[src/rtl/sin_spi_rx.sv]
// sin_spi_rx: SPI mode-0 slave front end. Oversamples CS_b/SCLK/MOSI in the
// CLK domain, assembles WORD_W-bit frames, tags each with a channel index,
// and queues them in a 2-entry valid/ready buffer. MISO shifts a link-check
// word out during each frame.
// Build option: define SPI_ECHO_EN to echo the last accepted word on MISO
// (default: MISO always shifts IDLE_WORD).
//
// state  | meaning
// IDLE   | CS_b high, gap counter running
// SHIFT  | CS_b low, shifting MOSI in / MISO out
// DONE   | one cycle: push word or flag frame error
module sin_spi_rx #(
    parameter int          WORD_W    = 16,
    parameter int          NUM_CH    = 16,
    parameter int          CH_W      = 4,
    parameter int          SYNC_GAP  = 64,
    parameter logic [15:0] IDLE_WORD = 16'hA5C3
) (
    input  logic              CLK,
    input  logic              PB,
    input  logic              CS_b,
    input  logic              SCLK,
    input  logic              MOSI,
    output logic              MISO,
    output logic [WORD_W-1:0] samp_data,
    output logic [CH_W-1:0]   samp_ch,
    output logic              samp_valid,
    input  logic              samp_ready,
    output logic              frame_err,
    output logic              ovf,
    input  logic              err_clr
);

    localparam int              GAP_W    = $clog2(SYNC_GAP + 1);
    localparam logic [GAP_W-1:0] GAP_MAX = GAP_W'(SYNC_GAP);
    localparam logic [4:0]      WORD_CNT = 5'(WORD_W);
    localparam logic [CH_W-1:0] CH_LAST  = CH_W'(NUM_CH - 1);

    typedef enum logic [1:0] {ST_IDLE, ST_SHIFT, ST_DONE} state_t;

    // synchroniser / history flops and registered edge strobes
    logic cs_s1_q, cs_s2_q, cs_h_q;
    logic sclk_s1_q, sclk_s2_q, sclk_h_q;
    logic mosi_s1_q, mosi_s2_q, mosi_h_q;
    logic cs_fall_q, cs_rise_q, sclk_rise_q, sclk_fall_q;

    state_t              state_q;
    logic [4:0]          bit_cnt_q;
    logic [WORD_W-1:0]   shift_q;
    logic [WORD_W-1:0]   miso_sr_q;
    logic                miso_q;
    logic [CH_W-1:0]     ch_q;
    logic [GAP_W-1:0]    gap_q;
    logic                frame_err_q;
    logic [WORD_W-1:0]   load_word;

    logic [WORD_W-1:0]   mem_data_q [2];
    logic [CH_W-1:0]     mem_ch_q   [2];
    logic                wr_ptr_q, rd_ptr_q;
    logic [1:0]          count_q;
    logic                ovf_q;

    logic word_ok, push, pop, full, accept;

    assign word_ok = (bit_cnt_q == WORD_CNT);
    assign push    = (state_q == ST_DONE) && word_ok;
    assign pop     = (count_q != 2'd0) && samp_ready;
    assign full    = (count_q == 2'd2);
    assign accept  = push && (!full || pop);

    // Synchronise the SPI pins and register their edges. The CS_b chain
    // resets low so that releasing PB while CS_b is already low (aborted
    // frame) never looks like a fresh falling edge.
    always_ff @(posedge CLK or negedge PB) begin
        if (!PB) begin
            cs_s1_q     <= 1'b0;
            cs_s2_q     <= 1'b0;
            cs_h_q      <= 1'b0;
            sclk_s1_q   <= 1'b0;
            sclk_s2_q   <= 1'b0;
            sclk_h_q    <= 1'b0;
            mosi_s1_q   <= 1'b0;
            mosi_s2_q   <= 1'b0;
            mosi_h_q    <= 1'b0;
            cs_fall_q   <= 1'b0;
            cs_rise_q   <= 1'b0;
            sclk_rise_q <= 1'b0;
            sclk_fall_q <= 1'b0;
        end else begin
            cs_s1_q     <= CS_b;
            cs_s2_q     <= cs_s1_q;
            cs_h_q      <= cs_s2_q;
            sclk_s1_q   <= SCLK;
            sclk_s2_q   <= sclk_s1_q;
            sclk_h_q    <= sclk_s2_q;
            mosi_s1_q   <= MOSI;
            mosi_s2_q   <= mosi_s1_q;
            mosi_h_q    <= mosi_s2_q;
            cs_fall_q   <= cs_h_q & ~cs_s2_q;
            cs_rise_q   <= ~cs_h_q & cs_s2_q;
            sclk_rise_q <= ~sclk_h_q & sclk_s2_q;
            sclk_fall_q <= sclk_h_q & ~sclk_s2_q;
        end
    end

`ifdef SPI_ECHO_EN
    logic [WORD_W-1:0] echo_q;

    // Remember the last word that made it into the buffer for read-back.
    always_ff @(posedge CLK or negedge PB) begin
        if (!PB)         echo_q <= IDLE_WORD;
        else if (accept) echo_q <= shift_q;
    end

    assign load_word = echo_q;
`else
    assign load_word = IDLE_WORD;
`endif

    // Frame FSM: bit counting, shift registers, channel index, scan gap.
    always_ff @(posedge CLK or negedge PB) begin
        if (!PB) begin
            state_q     <= ST_IDLE;
            bit_cnt_q   <= 5'd0;
            shift_q     <= '0;
            miso_sr_q   <= '0;
            miso_q      <= 1'b0;
            ch_q        <= '0;
            gap_q       <= GAP_MAX;
            frame_err_q <= 1'b0;
        end else begin
            if (err_clr) frame_err_q <= 1'b0;
            case (state_q)
                ST_IDLE: begin
                    miso_q <= 1'b0;
                    if (cs_fall_q) begin
                        state_q   <= ST_SHIFT;
                        bit_cnt_q <= 5'd0;
                        miso_sr_q <= {load_word[WORD_W-2:0], 1'b0};
                        miso_q    <= load_word[WORD_W-1];
                        gap_q     <= '0;
                        if (gap_q >= GAP_MAX) ch_q <= '0;
                    end else if (gap_q < GAP_MAX) begin
                        gap_q <= gap_q + 1'b1;
                    end
                end
                ST_SHIFT: begin
                    if (cs_rise_q) begin
                        state_q <= ST_DONE;
                        miso_q  <= 1'b0;
                    end else begin
                        if (sclk_rise_q) begin
                            shift_q <= {shift_q[WORD_W-2:0], mosi_h_q};
                            if (bit_cnt_q != 5'd31) bit_cnt_q <= bit_cnt_q + 1'b1;
                        end
                        if (sclk_fall_q) begin
                            miso_q    <= miso_sr_q[WORD_W-1];
                            miso_sr_q <= {miso_sr_q[WORD_W-2:0], 1'b0};
                        end
                    end
                end
                ST_DONE: begin
                    state_q <= ST_IDLE;
                    if (word_ok) begin
                        // advances even when the buffer drops the word
                        ch_q <= (ch_q == CH_LAST) ? '0 : ch_q + 1'b1;
                    end else begin
                        frame_err_q <= 1'b1;
                    end
                end
                default: state_q <= ST_IDLE;
            endcase
        end
    end

    // Two-entry sample buffer with overflow flag.
    always_ff @(posedge CLK or negedge PB) begin
        if (!PB) begin
            mem_data_q[0] <= '0;
            mem_data_q[1] <= '0;
            mem_ch_q[0]   <= '0;
            mem_ch_q[1]   <= '0;
            wr_ptr_q      <= 1'b0;
            rd_ptr_q      <= 1'b0;
            count_q       <= 2'd0;
            ovf_q         <= 1'b0;
        end else begin
            if (accept) begin
                mem_data_q[wr_ptr_q] <= shift_q;
                mem_ch_q[wr_ptr_q]   <= ch_q;
                wr_ptr_q             <= ~wr_ptr_q;
            end
            if (pop) rd_ptr_q <= ~rd_ptr_q;
            case ({accept, pop})
                2'b10:   count_q <= count_q + 2'd1;
                2'b01:   count_q <= count_q - 2'd1;
                default: count_q <= count_q;
            endcase
            if (err_clr) ovf_q <= 1'b0;
            if (push && !accept) ovf_q <= 1'b1;
        end
    end

    assign MISO       = miso_q;
    assign samp_data  = mem_data_q[rd_ptr_q];
    assign samp_ch    = mem_ch_q[rd_ptr_q];
    assign samp_valid = (count_q != 2'd0);
    assign frame_err  = frame_err_q;
    assign ovf        = ovf_q;

endmodule
[config.mk]
export PLATFORM = sky130hd
export DESIGN_NAME = sin_spi_rx
export DESIGN_NICKNAME = d
export VERILOG_FILES = /design/src/rtl/sin_spi_rx.sv
export SDC_FILE = /design/constraint.sdc
export NUM_CORES = 1
export LEC_CHECK = 0
export CAP_MARGIN = 40
export CORE_UTILIZATION = 35
export CTS_CLUSTER_SIZE = 14
export DETAILED_ROUTE_END_ITERATION = 16
export GPL_TIMING_DRIVEN = 0
export PLACE_DENSITY = 0.52
export SLEW_MARGIN = 20
export SYNTH_ARGS = -nofsm -noshare
export SYNTH_HDL_FRONTEND = slang
export SYNTH_SLANG_ARGS = --single-unit
[constraint.sdc]
create_clock -name CLK -period 2.2 [get_ports CLK]
set_input_delay 0.55 -clock CLK [delete_from_list [all_inputs] [get_ports CLK]]
set_output_delay 0.55 -clock CLK [all_outputs]
set_load 0.1 [all_outputs]
==> run summary, run 1 <==
Synthesis Warnings: 0
Reg2reg path depth: 6
Crit path from: rd_ptr_q$_DFFE_PN0P_
Vias post-DR: 2853
Vias in the first global route: 3083
Worst Hold Class: in -> async
Clk sinks: 109
Largest net degree at the start of global routing: 74
Critical path class: reg -> out
Tmin final: 2.47 ns
Worst vdd ir: 0.307 mV
Met2 GRT Util: 21.9%
Final setup viols: 11
CTS tree: done
Worst r2r src: bit_cnt_q[0]$_DFFE_PN0P_
Synth cell types: 53
CP startpoint kind: flip-flop
Final WS setup: -0.268 ns
Global placer's final weighted congestion: 0.705
Predominant post-synthesis flop cell: dfrtp_1
Status: complete, but fails checks
Max clock buf depth: 2
Fmax: 405 MHz
TritonRoute pass-1 iters: 4
Core area: 12800 um2
H-Tree Depth: 3
Post-synth top area cell: dfrtp_1
Die W: 118 um
1st-iter DRT viols: 136
Lkg Pwr: 0.00277 uW
Fraction of layout cells with a size suffix above 1: 34.6%
First-pass GRT wire length: 15300 um
TNS Setup: -2.73 ns
Initial cell density of the core: 36.5%
Clk Tree Root Cell: clkbuf_16
Global routing's busiest layer: met2
Power per cell area: 828 nW/um2
Critical Path RT: 1.65 ns
Mapped cell area: 4680 um2
Final period util: 112%
Row cnt: 41
Worst Path Arrival: 1.92 ns
Via-to-Cell Ratio: 4.90
Post-DR wirelength/cell: 14.7 um
Final Hold Fails: 0
Die area: 13800 um2
Met1 Use GR: 18.8%
CTS Buf Count: 9
GRT Residual Overflow: 0
Post-DRT Antenna Nets: 0
GR Util All Layers: 13.7%
Met3 Track Usage GR: 2.33%
Post-synth EDFFs: 0
PortBufs: 30
Die Ht: 118 um
IO Pins: 31
Residual DRC count: 0
Worst Max-Slew Pin Slew: 0.661 ns
Syn Area/Cell: 13.5 um2
Slew Limit Fails: 0
Initial antenna violation count: 0
Synth-to-layout area growth: 26.1%
Hold WS: 0.109 ns
Clock Skews: 0.00723 ns
Slew HR: 55.6%
Failing checks: setup timing
Post-synth top area share: 57.8%
Maxcap violations: 0
Clk slew on worst S/H paths: 0.07 ns
Crit path capture: samp_data[0]
Post-synthesis cell count: 346
Drt total wl: 8540 um
RSZ-0062 raised after global routing: yes
Syn Nets: 358
Final net count: 417
FF-to-FF setup slack: 0.19 ns
CP max FO: 10
Register area share after synthesis: 58.4%
Dominant cells by area after synthesis: dfrtp_1 58%, mux2_2 18%, mux2i_1 1.7%
Post-synth ARST share: 100%
Crit end category: primary output
#FFs+latches synth: 109
Clock Latency Late Sink: 0.34 ns
Reg2reg end: mem_data_q[29]$_DFFE_PN0P_
Hpwl dp: 5660 um
Diodes inserted: 0
==> layer usage <==
layer	up-vias	wire (um)
li1	1374	-
met1	1445	4180
met2	26	4090
met3	8	160
met4	0	112
met5	-	0
==> registers in the layout, summed over array words and instances, names as in the netlist, 2 cells and up <==
name        flops
bit_cnt_q       5
ch_q            4
count_q         2
gap_q           7
mem_ch_q        8
mem_data_q     32
miso_sr_q      15
shift_q        16
state_q         2
==> synthesized netlist by cell type, types with 2 or more instances <==
cell type  count
dfrtp_1      108
mux2_2        76
inv_1         17
nand2_1       10
nor2_1        10
o211ai_1      10
a22o_1         8
mux2i_1        8
nor2b_1        8
buf_2          7
clkbuf_1       7
nand3_1        6
ha_1           5
nand2b_1       5
a21o_1         3
a21oi_1        3
nand4_1        3
nand4bb_1      3
o21ai_0        3
o22ai_1        3
or4_1          3
a21boi_0       2
a31oi_1        2
a32o_1         2
buf_4          2
nor3_1         2
o311ai_0       2
o31ai_1        2
xnor2_1        2
==> worst min path at each step <==
stage                        startpoint                   endpoint  slack, ns
floorplan                            PB           MISO$_DFFE_PN0P_       0.25
global placement    sclk_s1_q$_DFF_PN0_        sclk_s2_q$_DFF_PN0_       0.33
detailed placement  mosi_s2_q$_DFF_PN0_         mosi_h_q$_DFF_PN0_       0.33
CTS                                  PB   miso_sr_q[9]$_DFFE_PN0P_       0.12
global route                         PB  miso_sr_q[12]$_DFFE_PN0P_       0.13
finish                               PB  miso_sr_q[11]$_DFFE_PN0P_       0.11
==> per-stage QoR <==
step	instances	cell area [um2]	worst slack [ns]	power (uW)	util [%]
2_1_floorplan	346	4680	0.362	2990	-
3_3_place_gp	548	5190	-3.65	3230	40.5
3_5_place_dp	573	5590	-0.390	3290	43.6
4_1_cts	589	5900	-0.339	4910	46.0
5_1_grt	582	5900	-0.344	5150	46.0
6_report	582	5900	-0.268	4880	46.0
==> final cells by class <==
type                       instances  area, um2
buffer                            16        109
clock buffer                      12        256
clock inverter                     4       31.3
fill                            1166       6930
inverter                          17       63.8
multi-input combinational        204       1820
sequential                       109       2730
tap                              172        215
timing repair buffer              48        669
==> logic make-up (layout without fill, tap and decap cells) <==
kind of cell	after synthesis	count (layout)	synth area share, %
adders and majority gates	5	5	1.34
and+or+nand+nor	65	65	8.97
xor gates and xnor gates	2	2	0.375
DFF	109	109	58.4
muxes	84	84	20.0
AOI/OAI and AO/OA	48	48	7.95
buffers and inverters	33	97	3.00
==> cells in the final DEF (no fill, tap or decap), types with 2 or more instances in the layout <==
cell type | Yosys | final
nand2b_1 | 5 | 5
inv_1 | 17 | 17
a21boi_0 | 2 | 2
a21oi_1 | 3 | 3
nand3_1 | 6 | 6
o211ai_1 | 10 | 10
nand4bb_2 | 1 | 2
nand4bb_1 | 3 | 2
nor2b_1 | 8 | 8
o311ai_0 | 2 | 2
ha_1 | 5 | 5
a22o_1 | 8 | 8
buf_8 | 0 | 15
buf_4 | 2 | 5
buf_2 | 7 | 5
xnor2_1 | 2 | 2
clkbuf_8 | 0 | 2
nand4_1 | 3 | 3
nor2_1 | 10 | 10
clkbuf_4 | 0 | 2
o21ai_0 | 3 | 3
or4_1 | 3 | 3
clkbuf_16 | 0 | 9
buf_12 | 0 | 10
mux2_2 | 76 | 76
o31ai_1 | 2 | 2
dfrtp_1 | 108 | 107
o22ai_1 | 3 | 3
nor3_1 | 2 | 2
a21o_1 | 3 | 3
mux2i_1 | 8 | 8
a31oi_1 | 2 | 2
clkdlybuf4s50_1 | 0 | 19
clkinvlp_4 | 0 | 2
clkbuf_1 | 7 | 6
a32o_1 | 2 | 2
nand2_1 | 10 | 10
buf_16 | 0 | 2
==> worst max-delay path, stage by stage, from the launching register on <==
cell and delay, ns:
dfrtp_2 0.42, buf_8 0.16, mux2_2 0.36, clkdlybuf4s50_1 0.46
buf_8 0.19
==> report_power, final <==
part           internal [uW]  switching [uW]
combinational            450             461
sequential              2230             193
clock                    837             709
==> timing repair <==
| item | CTS | global route |
|---|---|---|
| setup buffers | 2 | 1 |
| resized for setup | 7 | 16 |
| hold buffers | 0 | 0 |
| endpoints found under the setup margin | 21 | 59 |
| hold endpoints to repair | 0 | 0 |
Power figures use the tool's default switching activity.
==> run 2, diff against run 1 <==
clock period = 2.9 ns   (was 2.2 ns; I/O delays follow)
==> run 2 against run 1 <==
Effect of this change: die area unchanged; critical path type unchanged; largest power group unchanged; via count up 1.2%; clock skew up 0.00086 ns; the run now ends clean; setup slack better by 0.38 ns; cell count up 1.2%; count of clock-buffer cells in the layout unchanged; total power down 25%.
==> run summary, run 2 (synthesis gave the netlist of run 1 again) <==
Vias post-DR: 2887
Final period util: 96.0%
Worst vdd ir: 0.233 mV
H-Tree Depth: 3
Initial antenna violation count: 0
RSZ-0062 raised after global routing: no
Most common cell after layout, fill and taps aside: dfrtp_1
IO Pins: 31
Tmin final: 2.78 ns
Vias in the first global route: 3069
Pwr Total: 3640 uW
Clock Skews: 0.00809 ns
Setup bufs post-CTS: 0
Crit end category: primary output
First-pass GRT wire length: 15200 um
Worst Path Buf+Inv: 3
Largest net degree at the start of global routing: 74
Comb power frac: 17.5%
Reg2reg end: mem_data_q[29]$_DFFE_PN0P_
Clock Latency Late Sink: 0.34 ns
Die Ht: 118 um
Slew HR: 55.6%
Power per cell area: 618 nW/um2
Sw Ratio: 28.1%
Synth-to-layout area growth: 25.9%
Largest register FFs: 32
Switching pwr: 1020 uW
Core area: 12800 um2
FF-to-FF setup slack: 0.79 ns
Residual DRC count: 0
CTS Hold Bufs: 0
Largest reg by FF count: mem_data_q
Fmax: 359 MHz
Diodes inserted: 0
TritonRoute pass-1 iters: 4
Post-DRT Antenna Nets: 0
CP max FO: 10
Slowest cell on the critical path: clkdlybuf4s50_1
Max clock buf depth: 2
Slew Limit Fails: 0
P_int: 2620 uW
Worst Hold Class: in -> async
Maxcap violations: 0
CTS tree: done
Hpwl dp: 5660 um
Critical Path RT: 2.17 ns
Biggest regs: mem_data_q (32), shift_q (16), miso_sr_q (15)
Cell Count Post-Placement: 573
Fraction of layout cells with a size suffix above 1: 32.9%
CP startpoint kind: flip-flop
Worst Path Arrival: 2.06 ns
Clk sinks: 109
CP delay by family, top: buffers and inverters
Clk Tree Root Cell: clkbuf_16
Sequential fraction of design power: 50.3%
Worst r2r src: bit_cnt_q[0]$_DFFE_PN0P_
Drt total wl: 8520 um
Die W: 118 um
Worst Max-Slew Pin Slew: 0.660 ns
Row cnt: 41
Crit-path cells: clkbuf_2, mux2_2, clkdlybuf4s50_1, buf_8
Clk slew on worst S/H paths: 0.07 ns
Initial cell density of the core: 36.5%
Critical path class: reg -> out
Die area: 13800 um2
Final net count: 424
Clock share of power: 32.2%
PortBufs: 30
1st-iter DRT viols: 138
Status: complete, no violations
TNS Setup: 0 ns
Via-to-Cell Ratio: 4.90
Most frequent cells in the layout: 108 x dfrtp_1, 76 x mux2_2, 29 x clkdlybuf4s50_1
Lkg Pwr: 0.00276 uW
Final Hold Fails: 0
Global placer's final weighted congestion: 0.705
Final setup viols: 0
Post-route insts no fill: 589
GR Util All Layers: 13.6%
Post-DR wirelength/cell: 14.5 um
CP max stage delay: 0.46 ns
Reg2reg path depth: 6
CTS Buf Count: 9
GRT Residual Overflow: 0
## run 2: cell types whose count changed in the layout (fill, tap and decap cells not counted), sizes merged
cell,previous run,this run
clkdlybuf4s50,19,29
buf,38,35
## run 2: worst max-delay path by stage
stage / start / end / slack, ns / cells past startpoint
after global placement: PB / mem_data_q[20]$_DFFE_PN0P_ / -3.12 / 1
final: rd_ptr_q$_DFFE_PN0P_ / samp_data[0] / 0.12 / 4
after global routing: rd_ptr_q$_DFFE_PN0P_ / samp_data[0] / 0.004 / 4
after detailed placement: rd_ptr_q$_DFFE_PN0P_ / samp_data[14] / 0.14 / 4
after CTS: rd_ptr_q$_DFFE_PN0P_ / samp_data[13] / 0.04 / 4
after floorplan: rd_ptr_q$_DFFE_PN0P_ / samp_ch[0] / 0.89 / 2
## run 2: power groups by stage
stage          Clock [uW]  Sequential (uW)  Combinational [uW]
6_report             1170             1830                 635
3_5_place_dp            0             1860                 639
3_3_place_gp            0             1860                 593
2_1_floorplan           0             1880                 391
4_1_cts              1220             1830                 644
5_1_grt              1270             1860                 706
## run 2: layout make-up
type | count | area (um2)
buffer | 16 | 81.3
clock buffer | 12 | 256
clock inverter | 4 | 31.3
fill | 1170 | 6940
inverter | 17 | 63.8
multi-input combinational | 204 | 1810
sequential | 109 | 2730
tap | 172 | 215
timing repair buffer | 55 | 702
## run 2: what timing repair did
item                                    4_1_cts  5_1_grt
resized for setup                             2        2
endpoints found under the hold margin         0        0
endpoints found under the setup margin       19        6
## run 2: metrics by stage
stage               hold WS (ns)  cell area [um2]  setup WS [ns]  util (%)
finish                     0.284             5890          0.116      45.9
floorplan                  0.331             4680          0.887         -
global placement           0.331             5190          -3.12      40.5
detailed placement         0.335             5590          0.135      43.6
CTS                        0.292             5880         0.0442      45.9
global route               0.303             5890        0.00431      45.9
## run 2: per-layer routing
| metal | wire (um) | track usage, % | vias up | share of wire (%) |
|---|---|---|---|---|
| met5 | 0 | 0 | - | 0 |
| met4 | 112 | 4.81 | 0 | 1.3 |
| met3 | 155 | 2.33 | 8 | 1.8 |
| met2 | 4040 | 21.8 | 27 | 47 |
| met1 | 4210 | 18.7 | 1464 | 49 |
| li1 | - | - | 1388 | - |
==> run 3, diff against run 2 <==
CAP_MARGIN = 15   (was 40)
SLEW_MARGIN = 10   (was 20)
==> run 3 against run 2 <==
Effect of this change: flip-flop and latch count unchanged; register-to-register slack about the same; clock skew fell by 0.00089 ns; maximum frequency down 1.1%; via count down 3.0%; non-clock buffer count down 24; total power up 1.3%; critical path depth fell by 2; utilization decreased by 2.9 points; critical endpoint is now samp_valid; highest routed layer unchanged.
==> run summary, run 3 (synthesis gave the netlist of run 1 again) <==
Worst Hold Class: in -> async
Tmin final: 2.82 ns
Residual DRC count: 0
Initial antenna violation count: 0
CTS tree: done
Post-DRT Antenna Nets: 0
1st-iter DRT viols: 117
PortBufs: 30
Clock Skews: 0.00720 ns
Hold WS: 0.275 ns
Power per cell area: 668 nW/um2
Maxcap violations: 0
Die area: 13800 um2
Biggest regs: mem_data_q (32), shift_q (16), miso_sr_q (15)
Final Instance Area: 5520 um2
GRT Residual Overflow: 0
Vias in the first global route: 2982
Synth-to-layout area growth: 18.0%
Diodes inserted: 0
Drt total wl: 8580 um
Worst Max-Slew Pin Slew: 0.979 ns
Crit end category: primary output
Largest net degree at the start of global routing: 74
Fill cell count: 1188
Clk Tree Root Cell: clkbuf_16
Most frequent cells in the layout: 108 x dfrtp_1, 76 x mux2_2, 17 x inv_1
Via-to-Cell Ratio: 4.95
Vias post-DR: 2799
Top sig layer: met4
Initial cell density of the core: 36.5%
Worst Path Arrival: 2.09 ns
Most common cell after layout, fill and taps aside: dfrtp_1
Setup bufs post-CTS: 0
Met2 wire len: 3930 um
Final WS setup: 0.0839 ns
RSZ-0062 raised after global routing: no
Final core utilization: 43.0%
First-pass GRT wire length: 15400 um
Clock Latency Late Sink: 0.35 ns
Max clock buf depth: 2
Final setup viols: 0
Slew Limit Fails: 0
Core area: 12800 um2
GR Util All Layers: 14.0%
TritonRoute pass-1 iters: 4
Row cnt: 41
Final net count: 400
H-Tree Depth: 3
Hpwl dp: 5600 um
Critical path class: reg -> out
Worst vdd ir: 0.236 mV
Final Hold Fails: 0
Lkg Pwr: 0.00260 uW
Fmax: 355 MHz
Die Ht: 118 um
CP max FO: 8
Met3 routed WL: 190 um
Largest register FFs: 32
CTS Buf Count: 9
TNS Setup: 0 ns
DP Worst Slack: -0.259 ns
Critical Path RT: 2.17 ns
Metal-1 WL: 4310 um
Placed instance area: 5220 um2
Largest reg by FF count: mem_data_q
IO Pins: 31
Global placer's final weighted congestion: 0.705
Clk sinks: 109
Slew HR: 34.5%
Clk slew on worst S/H paths: 0.07 ns
Fraction of layout cells with a size suffix above 1: 33.6%
Post-DR wirelength/cell: 15.2 um
Final period util: 97.1%
Status: complete, no violations
CP startpoint kind: flip-flop
Die W: 118 um
==> run 3: critical path, cell delays in order (launching register included) <==
cell,delay (ns)
dfrtp_1,0.44
or2_2,0.33
clkdlybuf4s50_1,0.98
==> run 3: cell type report <==
cell class                 instances  area [um2]  share of cell area [%]
buffer                            16        78.8                    1.43
multi-input combinational        204        1810                    32.8
tap                              172         215                    3.90
clock inverter                     5        58.8                    1.07
inverter                          17        63.8                    1.16
sequential                       109        2730                    49.5
clock buffer                      11         243                    4.40
timing repair buffer              31         322                    5.83
==> run 3: worst paths after layout <==
check                                         startpoint                          to  slack, ns  cells past startpoint
worst min-delay path                                  PB    miso_sr_q[9]$_DFFE_PN0P_       0.28                      1
max in group asynchronous                             PB     mem_ch_q[3]$_DFFE_PN0P_       1.94                      2
worst min register to register       sclk_s1_q$_DFF_PN0_         sclk_s2_q$_DFF_PN0_       0.35                      0
worst max-delay path              count_q[0]$_DFFE_PN0P_                  samp_valid       0.08                      2
worst max register to register  bit_cnt_q[0]$_DFFE_PN0P_  mem_data_q[29]$_DFFE_PN0P_       0.80                      6
min in group CLK                     sclk_s1_q$_DFF_PN0_         sclk_s2_q$_DFF_PN0_       0.35                      0
==> run 3: repair_timing <==
action	CTS	global route
hold buffers	0	0
resized for setup	49	10
setup endpoints to repair	19	5
gates cloned	0	0
==> run 3: per-layer routing <==
| layer | vias to the layer above | GRT usage (%) |
|---|---|---|
| li1 | 1345 | - |
| met1 | 1411 | 19.3 |
| met2 | 32 | 21.1 |
| met3 | 11 | 2.91 |
| met4 | 0 | 6.49 |
| met5 | - | 0 |
==> run 3: power by group <==
part           leakage, uW  switching (uW)  internal, uW
Sequential         0.00145             139          1690
Clock             0.000147             557           697
Combinational      0.00101             338           261
==> run 3: metrics by stage <==
step	instances	total power, uW
global placement	548	2450
global route	565	3890
floorplan	346	2270
detailed placement	549	2470
CTS	565	3740
finish	565	3680
